[src/rtl/mux_sched_pkg.sv]
// Shared constants and types for the round-robin mux scheduler.
// Holds default sizes, FSM state encoding and the port index type.
package mux_sched_pkg;

    localparam int N_PORTS_DEF   = 8;
    localparam int SEL_W_DEF     = 3;
    localparam int MAX_BURST_DEF = 4;

    typedef enum logic {
        IDLE = 1'b0,
        BUSY = 1'b1
    } sched_state_e;

    typedef logic [SEL_W_DEF-1:0] port_idx_t;

endpackage

[src/rtl/mux_rr_pick.sv]
// Rotating priority encoder: first set bit of req_i at or above ptr_i, wrapping.
// Ports: req_i (requests), ptr_i (start index), idx_o (winner), found_o (any set).
module rr_pick
    import mux_sched_pkg::*;
#(
    parameter int N_PORTS = N_PORTS_DEF,
    parameter int SEL_W   = SEL_W_DEF
) (
    input  logic [N_PORTS-1:0] req_i,
    input  logic [SEL_W-1:0]   ptr_i,
    output logic [SEL_W-1:0]   idx_o,
    output logic               found_o
);

    always_comb begin
        int               p;
        logic [SEL_W-1:0] pi;
        p       = 0;
        pi      = '0;
        idx_o   = '0;
        found_o = 1'b0;
        for (int i = 0; i < N_PORTS; i++) begin
            p = int'(ptr_i) + i;
            if (p >= N_PORTS) begin
                p = p - N_PORTS;
            end
            pi = SEL_W'(p);
            if (!found_o && req_i[pi]) begin
                found_o = 1'b1;
                idx_o   = pi;
            end
        end
    end

endmodule

[src/rtl/mux_rr_scheduler.sv]
// Round-robin burst scheduler driving the select of an N:1 port mux.
// Ports: clk_i, rst_i (sync, active-high), req_i, ready_i in;
// sel_o, grant_o, valid_o, last_o out (all registered or decoded from regs).
module mux_rr_scheduler
    import mux_sched_pkg::*;
#(
    parameter int N_PORTS   = N_PORTS_DEF,
    parameter int SEL_W     = $clog2(N_PORTS),
    parameter int MAX_BURST = MAX_BURST_DEF
) (
    input  logic               clk_i,
    input  logic               rst_i,
    input  logic [N_PORTS-1:0] req_i,
    input  logic               ready_i,
    output logic [SEL_W-1:0]   sel_o,
    output logic [N_PORTS-1:0] grant_o,
    output logic               valid_o,
    output logic               last_o
);

    localparam int CNT_W = $clog2(MAX_BURST + 1);
    localparam logic [CNT_W-1:0] LAST_CNT = CNT_W'(MAX_BURST - 1);
    localparam logic [SEL_W-1:0] TOP_IDX  = SEL_W'(N_PORTS - 1);

    sched_state_e     state_q, state_d;
    logic [SEL_W-1:0] sel_q, sel_d;
    logic [SEL_W-1:0] ptr_q, ptr_d;
    logic [CNT_W-1:0] cnt_q, cnt_d;

    logic             busy;
    logic             last;
    logic             burst_end;
    logic [SEL_W-1:0] nxt_ptr;
    logic [SEL_W-1:0] idle_idx, end_idx;
    logic             idle_found, end_found;

    assign busy    = (state_q == BUSY);
    assign last    = busy && (cnt_q == LAST_CNT);
    // Explicit wrap keeps non-power-of-two port counts correct.
    assign nxt_ptr = (sel_q == TOP_IDX) ? '0 : sel_q + 1'b1;

    rr_pick #(
        .N_PORTS (N_PORTS),
        .SEL_W   (SEL_W)
    ) u_pick_idle (
        .req_i   (req_i),
        .ptr_i   (ptr_q),
        .idx_o   (idle_idx),
        .found_o (idle_found)
    );

    // Regrant from the advanced pointer so bursts chain with no gap.
    rr_pick #(
        .N_PORTS (N_PORTS),
        .SEL_W   (SEL_W)
    ) u_pick_end (
        .req_i   (req_i),
        .ptr_i   (nxt_ptr),
        .idx_o   (end_idx),
        .found_o (end_found)
    );

    always_comb begin
        state_d   = state_q;
        sel_d     = sel_q;
        ptr_d     = ptr_q;
        cnt_d     = cnt_q;
        burst_end = 1'b0;
        unique case (state_q)
            IDLE: begin
                if (idle_found) begin
                    state_d = BUSY;
                    sel_d   = idle_idx;
                    cnt_d   = '0;
                end
            end
            BUSY: begin
                // Final accept wins over a simultaneous withdrawal.
                if (ready_i && last) begin
                    burst_end = 1'b1;
                end else if (!req_i[sel_q]) begin
                    burst_end = 1'b1;
                end else if (ready_i) begin
                    cnt_d = cnt_q + 1'b1;
                end
                if (burst_end) begin
                    ptr_d = nxt_ptr;
                    cnt_d = '0;
                    if (end_found) begin
                        sel_d = end_idx;
                    end else begin
                        state_d = IDLE;
                        sel_d   = '0;
                    end
                end
            end
            default: begin
                state_d = IDLE;
            end
        endcase
    end

    always_ff @(posedge clk_i) begin
        if (rst_i) begin
            state_q <= IDLE;
            sel_q   <= '0;
            ptr_q   <= '0;
            cnt_q   <= '0;
        end else begin
            state_q <= state_d;
            sel_q   <= sel_d;
            ptr_q   <= ptr_d;
            cnt_q   <= cnt_d;
        end
    end

    assign valid_o = busy;
    assign sel_o   = sel_q;
    assign grant_o = busy ? (N_PORTS'(1) << sel_q) : '0;
    assign last_o  = last;

endmodule

[config.mk]
export PLATFORM = sky130hd
export DESIGN_NAME = mux_rr_scheduler
export DESIGN_NICKNAME = d
export VERILOG_FILES = /design/src/rtl/mux_sched_pkg.sv /design/src/rtl/mux_rr_pick.sv /design/src/rtl/mux_rr_scheduler.sv
export SDC_FILE = /design/constraint.sdc
export NUM_CORES = 1
export LEC_CHECK = 0
export CAP_MARGIN = 20
export CORE_UTILIZATION = 60
export CTS_CLUSTER_SIZE = 14
export DETAILED_ROUTE_END_ITERATION = 8
export PLACE_DENSITY = 0.82
export RECOVER_POWER = 25
export SETUP_SLACK_MARGIN = 0.4
export SYNTH_ARGS = -nofsm -noshare
export SYNTH_HDL_FRONTEND = slang
export SYNTH_HIERARCHICAL = 1
export SYNTH_SLANG_ARGS = --single-unit
[constraint.sdc]
create_clock -name clk_i -period 5.8 [get_ports clk_i]
set_input_delay 0.87 -clock clk_i [delete_from_list [all_inputs] [get_ports clk_i]]
set_output_delay 0.87 -clock clk_i [all_outputs]
set_load 0.02 [all_outputs]
==> results.yml, run 1 <==
die:
  design.portCount: 24
  initial_util: 0.633
  row_count: 25
  floorplan.die_area_mm2: 0.00534
  dieHeight_um: 73.1
  die-width_um: 73.1
  core_box_area_mm2: 0.00479
drt:
  drc_violations_left: 0
  drtIter0Drc: 223
  drt_first_pass_iters: 5
  vias: 2778
  ant_nets: 0
  avgViaCountPerCell: 6.91
  drt-wirelength-per-cell_um: 18.9
  drt-total-wl_um: 7610
placement:
  gp_routability_congestion: 0.960
  placed_cells: 398
  dpl_cell_area_mm2: 0.00318
  dpl.hpwl_um: 5250
  port_buffers: 23
sta:
  achievable-frequency_mhz: 222
  headroom_to_the_max_slew_limit: 0.475
  rsz0062_at_grt: "false"
  final.setup_skew_ns: 0.00484
  tightestPinTransition_ns: 0.786
  finalCritPeriodShare: 0.777
  setup-violations-final: 0
  post-route-min-period_ns: 4.51
  hold_viol: 0
  fin_setup_tns_ns: 0
  finalMaxSlewViolations: 0
grt:
  number_of_antenna_violations_at_the_first_check_in_global_routing: 0
  grt_util_met2: 0.500
  grt_usage: 0.286
  grt_pass1_vias: 2545
  global_route.overflow_total: 0
  use_met3: 0.0235
  grt.met1_usage: 0.386
  globalRoute.busiestLayer: "met2"
  global_route_wire_length_before_repair_um: 12200
  grt_start_max_net_pins: 23
cells_and_area:
  n_fill_cell: 401
  area_growth_syn_to_layout_pct: 6.77
  nNetsFinal: 359
  final_layout_size_suffix_gt1_frac: 0.152
  multi_input_comb_area_mm2: 0.00257
  area.sequential_um2: 200
  postLayoutCellArea_mm2: 0.00324
  post_layout_nonfiller_instances: 402
  n_antenna_cell: 0
clock_tree:
  worst_setup_hold_path_clk_slew_ns: 0.05
  ctsHoldBuffers: 0
  setup_buffers_after_cts: 0
  cts.sinks: 10
  postCtsResizedCells: 0
  ctsLongestPathBuffers: 2
  clkLatencyLatePin_ns: 0.23
  cts_tree: "yes"
  cts_buffers: 3
  htree_num_levels: 1
  clockRootBuffer: "clkbuf_8"
setup_path:
  cp.arrival_ns: 4.63
  timing.rr.start: "sel_o[1]"
  ws_path_type: "flip-flop to flip-flop"
  worst_setup_path_end_kind: "flip-flop"
  critical_path.max_fanout: 19
  worst_setup_path_start_kind: "flip-flop"
  critPathLaunch: "sel_o[1]"
  cp.required_ns: 5.92
synthesis:
  number_of_enable_flip_flop_cells_after_synthesis: 0
  yosys-top-cells-area: "mux4_2 13%, mux2i_1 9.9%, mux4_1 6.9%, dfxtp_1 6.6%, ha_1 5.0%"
  synth_largest_type_area_fraction: 0.134
  synthXorXnorAreaFrac: 0.0173
  combinational_family_with_the_most_area_after_synthesis: "multiplexers"
  synth-seq-area-share: 0.0660
  yosys_register_bits: 10
  synth.yosys.warnings: 6
  synth-compound-area-share: 0.206
  synthMuxAreaShare: 0.362
  synth.distinct_cells: 63
  synthArstFlopShare: 0
  most_common_flop_cell_mapped_by_yosys: "dfxtp_1"
  syn-cell-area_mm2: 0.00303
  synth_cells: 331
  synth_top_area_cell: "mux4_2"
  synthesis.area_per_instance_um2: 9.16
  post_synth_and_or_nand_nor_area_fraction: 0.215
  synth_nets: 354
  yosys.area_share.adder: 0.0495
hold_path:
  holdCritStartpoint: "cnt_q[2]"
  min_path_type: "flip-flop to flip-flop"
pwr:
  power.static_leakage_nw: 1.25
  power_density_mw_per_mm2: 541
  ir_worst_vdd_uv: 393
outcome:
  status: "complete, no violations"
run:
  timing.max_cap.violations: 0
-- cells by family (layout without fill, tap and decap cells) --
| family | Yosys count | count (layout) |
|---|---|---|
| xor+xnor | 6 | 6 |
| buf+inv | 46 | 50 |
| compound gates | 76 | 76 |
| fa+ha+maj | 12 | 12 |
| simple gates | 110 | 110 |
| flops | 10 | 10 |
| mux | 71 | 71 |
-- sequential cells by signal, summed over array words and instances (netlist names) --
register	flops
cnt_q	3
ptr_q	3
sel_o	3
valid_o	1
-- cell usage after synthesis (8+ instances only) --
cell type	n
and3_1	11
buf_6	9
dfxtp_1	10
mux4_1	8
mux2_1	8
ha_1	12
nor2b_1	13
a21oi_1	12
clkbuf_1	8
nor3_1	13
nor2_1	12
nand2_1	18
inv_1	19
mux2i_1	30
o21ai_0	8
mux4_2	18
-- report_power, final --
part | total [W] | internal, W | switching [W] | leakage [nW]
sequential | 0.000150 | 0.0000841 | 0.0000656 | 0.0820
combinational | 0.00151 | 0.000708 | 0.000806 | 1.14
clock | 0.0000868 | 0.0000597 | 0.0000272 | 0.0288
total | 0.00175 | 0.000851 | 0.000898 | 1.25
-- cells in the final DEF (no fill, tap or decap), types with 11 or more instances in the layout --
cell type and count:
clkdlybuf4s50_1 18, nor2_1 12, inv_1 19, and3_1 11, nand2_1 18, a21oi_1 12
nor3_1 13, ha_1 12, mux2i_1 30, nor2b_1 13, mux4_2 18
-- layout make-up --
cell class	instances	share of cell area
Inverter	21	0.0244
Sequential cell	10	0.0618
Timing Repair Buffer	25	0.0758
Clock buffer	4	0.0170
Multi-Input combinational cell	275	0.795
Tap cell	67	0.0259
-- per-stage QoR --
stage | utilization | power, W | hold WS (ns) | setup WS, ns
2_1_floorplan | - | 0.00143 | 0.446 | 1.56
3_3_place_gp | 0.665 | 0.00160 | 0.458 | 1.51
3_5_place_dp | 0.665 | 0.00164 | 0.466 | 1.31
4_1_cts | 0.676 | 0.00173 | 0.472 | 1.30
5_1_grt | 0.676 | 0.00187 | 0.493 | 1.09
6_report | 0.676 | 0.00175 | 0.470 | 1.29
-- critical path, stage by stage (launching register included) --
cell	delay, ns
dfxtp_1	0.57
inv_1	0.16
ha_1	0.30
nor2b_1	0.12
buf_4	0.26
inv_1	0.11
ha_1	0.63
mux4_2	0.64
mux2_1	0.32
nand2b_4	0.16
nor2_4	0.17
a221oi_1	0.12
a211oi_2	0.21
and3_1	0.17
a21oi_1	0.05
a2111oi_2	0.39
-- final timing paths --
path                                  to  slack [ns]  depth (start not counted)
worst max-delay path            sel_o[2]        1.29                         15
worst min register to register  cnt_q[2]        0.47                          2
worst max register to register  sel_o[2]        1.29                         15
worst min-delay path            cnt_q[2]        0.47                          2
-- layer usage --
metal  share of wire  wire [µm]
met3           0.050        384
met4          0.0083         63
met1            0.44       3380
met5               0          0
met2            0.50       3780
(Power assumes the default switching activity.)
==> run 2: changes to the inputs <==
==> constraint.sdc (replaced) <==
create_clock -name clk_i -period 4.4 [get_ports clk_i]
set_input_delay 0.66 -clock clk_i [delete_from_list [all_inputs] [get_ports clk_i]]
set_output_delay 0.66 -clock clk_i [all_outputs]
set_load 0.02 [all_outputs]
==> run 2 against run 1 <==
  * Total power increased by 37%
  * Final cell count increased by 2.2%
  * Clock skew decreased by 0.0044 ns
  * Highest routed layer unchanged
==> results.yml, run 2 (same netlist as run 1, synthesis figures left out) <==
outcome:
  status: "complete, no violations"
sta:
  fin_setup_tns_ns: 0
  final.setup_skew_ns: 0.000477
  setup-violations-final: 0
  hold_viol: 0
  tightestPinTransition_ns: 0.790
  finalCritPeriodShare: 0.867
  final_critical_path_setup_slack_ns: 0.583
  achievable-frequency_mhz: 262
  post-route-min-period_ns: 3.82
  rsz0062_at_grt: "false"
  headroom_to_the_max_slew_limit: 0.472
  finalMaxSlewViolations: 0
pwr:
  ir_worst_vdd_uv: 533
  power.static_leakage_nw: 1.29
  power_density_mw_per_mm2: 717
setup_path:
  worst_setup_path_start_kind: "flip-flop"
  critical_path.max_fanout: 13
  crit_chain: "ha_1, ha_1, nor2_1, inv_2, ha_4, mux4_2, mux2_1, nand2b_4, nor2_4, a31oi_1, a211oi_2, and3_1, a21oi_1, a2111oi_2"
  cp.arrival_ns: 3.95
  worst_setup_path_end_kind: "flip-flop"
  reg2regPathDepth: 14
  ws_path_type: "flip-flop to flip-flop"
  critPathMostFrequentCell: "ha_1"
  cp.required_ns: 4.53
  cp_slowest_cell: "mux4_2"
  worst_path_largest_cell_delay_ns: 0.59
cells_and_area:
  final_layout_size_suffix_gt1_frac: 0.192
  postLayoutCellArea_mm2: 0.00334
  post-route-util: 0.698
  area_growth_syn_to_layout_pct: 10.2
  n_antenna_cell: 0
  layout_commonest_cell: "mux2i_1"
  final_cell_mix: "30 x mux2i_1, 18 x inv_1, 18 x nand2_1, 18 x clkdlybuf4s50_1, 18 x mux4_2"
  post_layout_nonfiller_instances: 411
  nNetsFinal: 368
clock_tree:
  ctsHoldBuffers: 0
  cts_tree: "yes"
  clkLatencyLatePin_ns: 0.24
  htree_num_levels: 1
  cts.sinks: 10
  clockRootBuffer: "clkbuf_8"
  cts_buffers: 3
  ctsLongestPathBuffers: 2
  worst_setup_hold_path_clk_slew_ns: 0.05
placement:
  dpl.hpwl_um: 5650
  placed_cells: 407
  dpl_cell_area_mm2: 0.00325
  gp_routability_congestion: 0.953
  port_buffers: 23
  dpl_worst_slack_ns: 0.306
drt:
  vias: 2834
  drt_first_pass_iters: 5
  drtIter0Drc: 158
  ant_nets: 0
  drt-wirelength-per-cell_um: 19.2
  drc_violations_left: 0
  avgViaCountPerCell: 6.90
  drt-total-wl_um: 7880
die:
  row_count: 25
  floorplan.die_area_mm2: 0.00534
  die-width_um: 73.1
  design.portCount: 24
  dieHeight_um: 73.1
  core_box_area_mm2: 0.00479
  initial_util: 0.633
hold_path:
  min_path_type: "flip-flop to flip-flop"
  min_path_cells: 2
grt:
  global_route_wire_length_before_repair_um: 12400
  number_of_antenna_violations_at_the_first_check_in_global_routing: 0
  grt_usage: 0.297
  grt_start_max_net_pins: 23
  grt_pass1_vias: 2614
  global_route.overflow_total: 0
run:
  timing.max_cap.violations: 0
run 2: worst paths after layout:
| check | startpoint | end | slack, ns |
|---|---|---|---|
| max | sel_o[0] | sel_o[2] | 0.58 |
| min | cnt_q[2] | cnt_q[2] | 0.48 |
| max reg2reg | sel_o[0] | sel_o[2] | 0.58 |
| min reg2reg | cnt_q[2] | cnt_q[2] | 0.48 |
run 2: where the power goes:
| group | switching, W | leakage, nW | internal [W] |
|---|---|---|---|
| Sequential | 0.0000521 | 0.0829 | 0.000114 |
| Combinational | 0.00112 | 1.18 | 0.000990 |
| Clock | 0.0000382 | 0.0288 | 0.0000788 |
| Total | 0.00121 | 1.29 | 0.00118 |
run 2: routing by layer:
layer,wire length [µm],track usage,share of wire
met5,0,0,0
met4,60,0.0349,0.0076
met3,499,0.0373,0.063
met2,3920,0.536,0.50
met1,3400,0.388,0.43
run 2: final cells by class:
class,count,area [µm²]
clock buffer,4,55.1
fill,353,1440
inverter,21,82.6
multi-input combinational,275,2600
sequential,10,205
tap,67,83.8
timing repair buffer,34,313
run 2: repair_timing:
| item | in CTS | in global routing |
|---|---|---|
| setup buffers | 0 | 0 |
| resized for setup | 1 | 5 |
| setup endpoints to repair | 1 | 3 |
| pin swaps | 0 | 0 |
run 2: through the flow:
step           hold WS, ns  total power, W
4_1_cts              0.480         0.00231
6_report             0.482         0.00240
3_3_place_gp         0.457         0.00215
2_1_floorplan        0.446         0.00188
3_5_place_dp         0.472         0.00218
5_1_grt              0.496         0.00257
run 2: critical path: cells and delay by family, from the launching register on:
family | cells | cell delay, ns
fa+ha+maj | 3 | 0.87
mux | 2 | 0.91
compound gates | 4 | 0.75
buf+inv | 1 | 0.12
flops | 1 | 0.39
simple gates | 4 | 0.66
==> run 3: changes to the inputs <==
--- a/config.mk
+++ b/config.mk
@@ -5,6 +5,7 @@
 export SDC_FILE = /design/constraint.sdc
 export NUM_CORES = 1
 export LEC_CHECK = 0
+export ABC_CLOCK_PERIOD_IN_PS = 4400
 export CAP_MARGIN = 20
 export CORE_UTILIZATION = 60
 export CTS_CLUSTER_SIZE = 14
==> results of run 3 <==
Same layout as run 2: the final DEF is identical, and so are final timing and power.
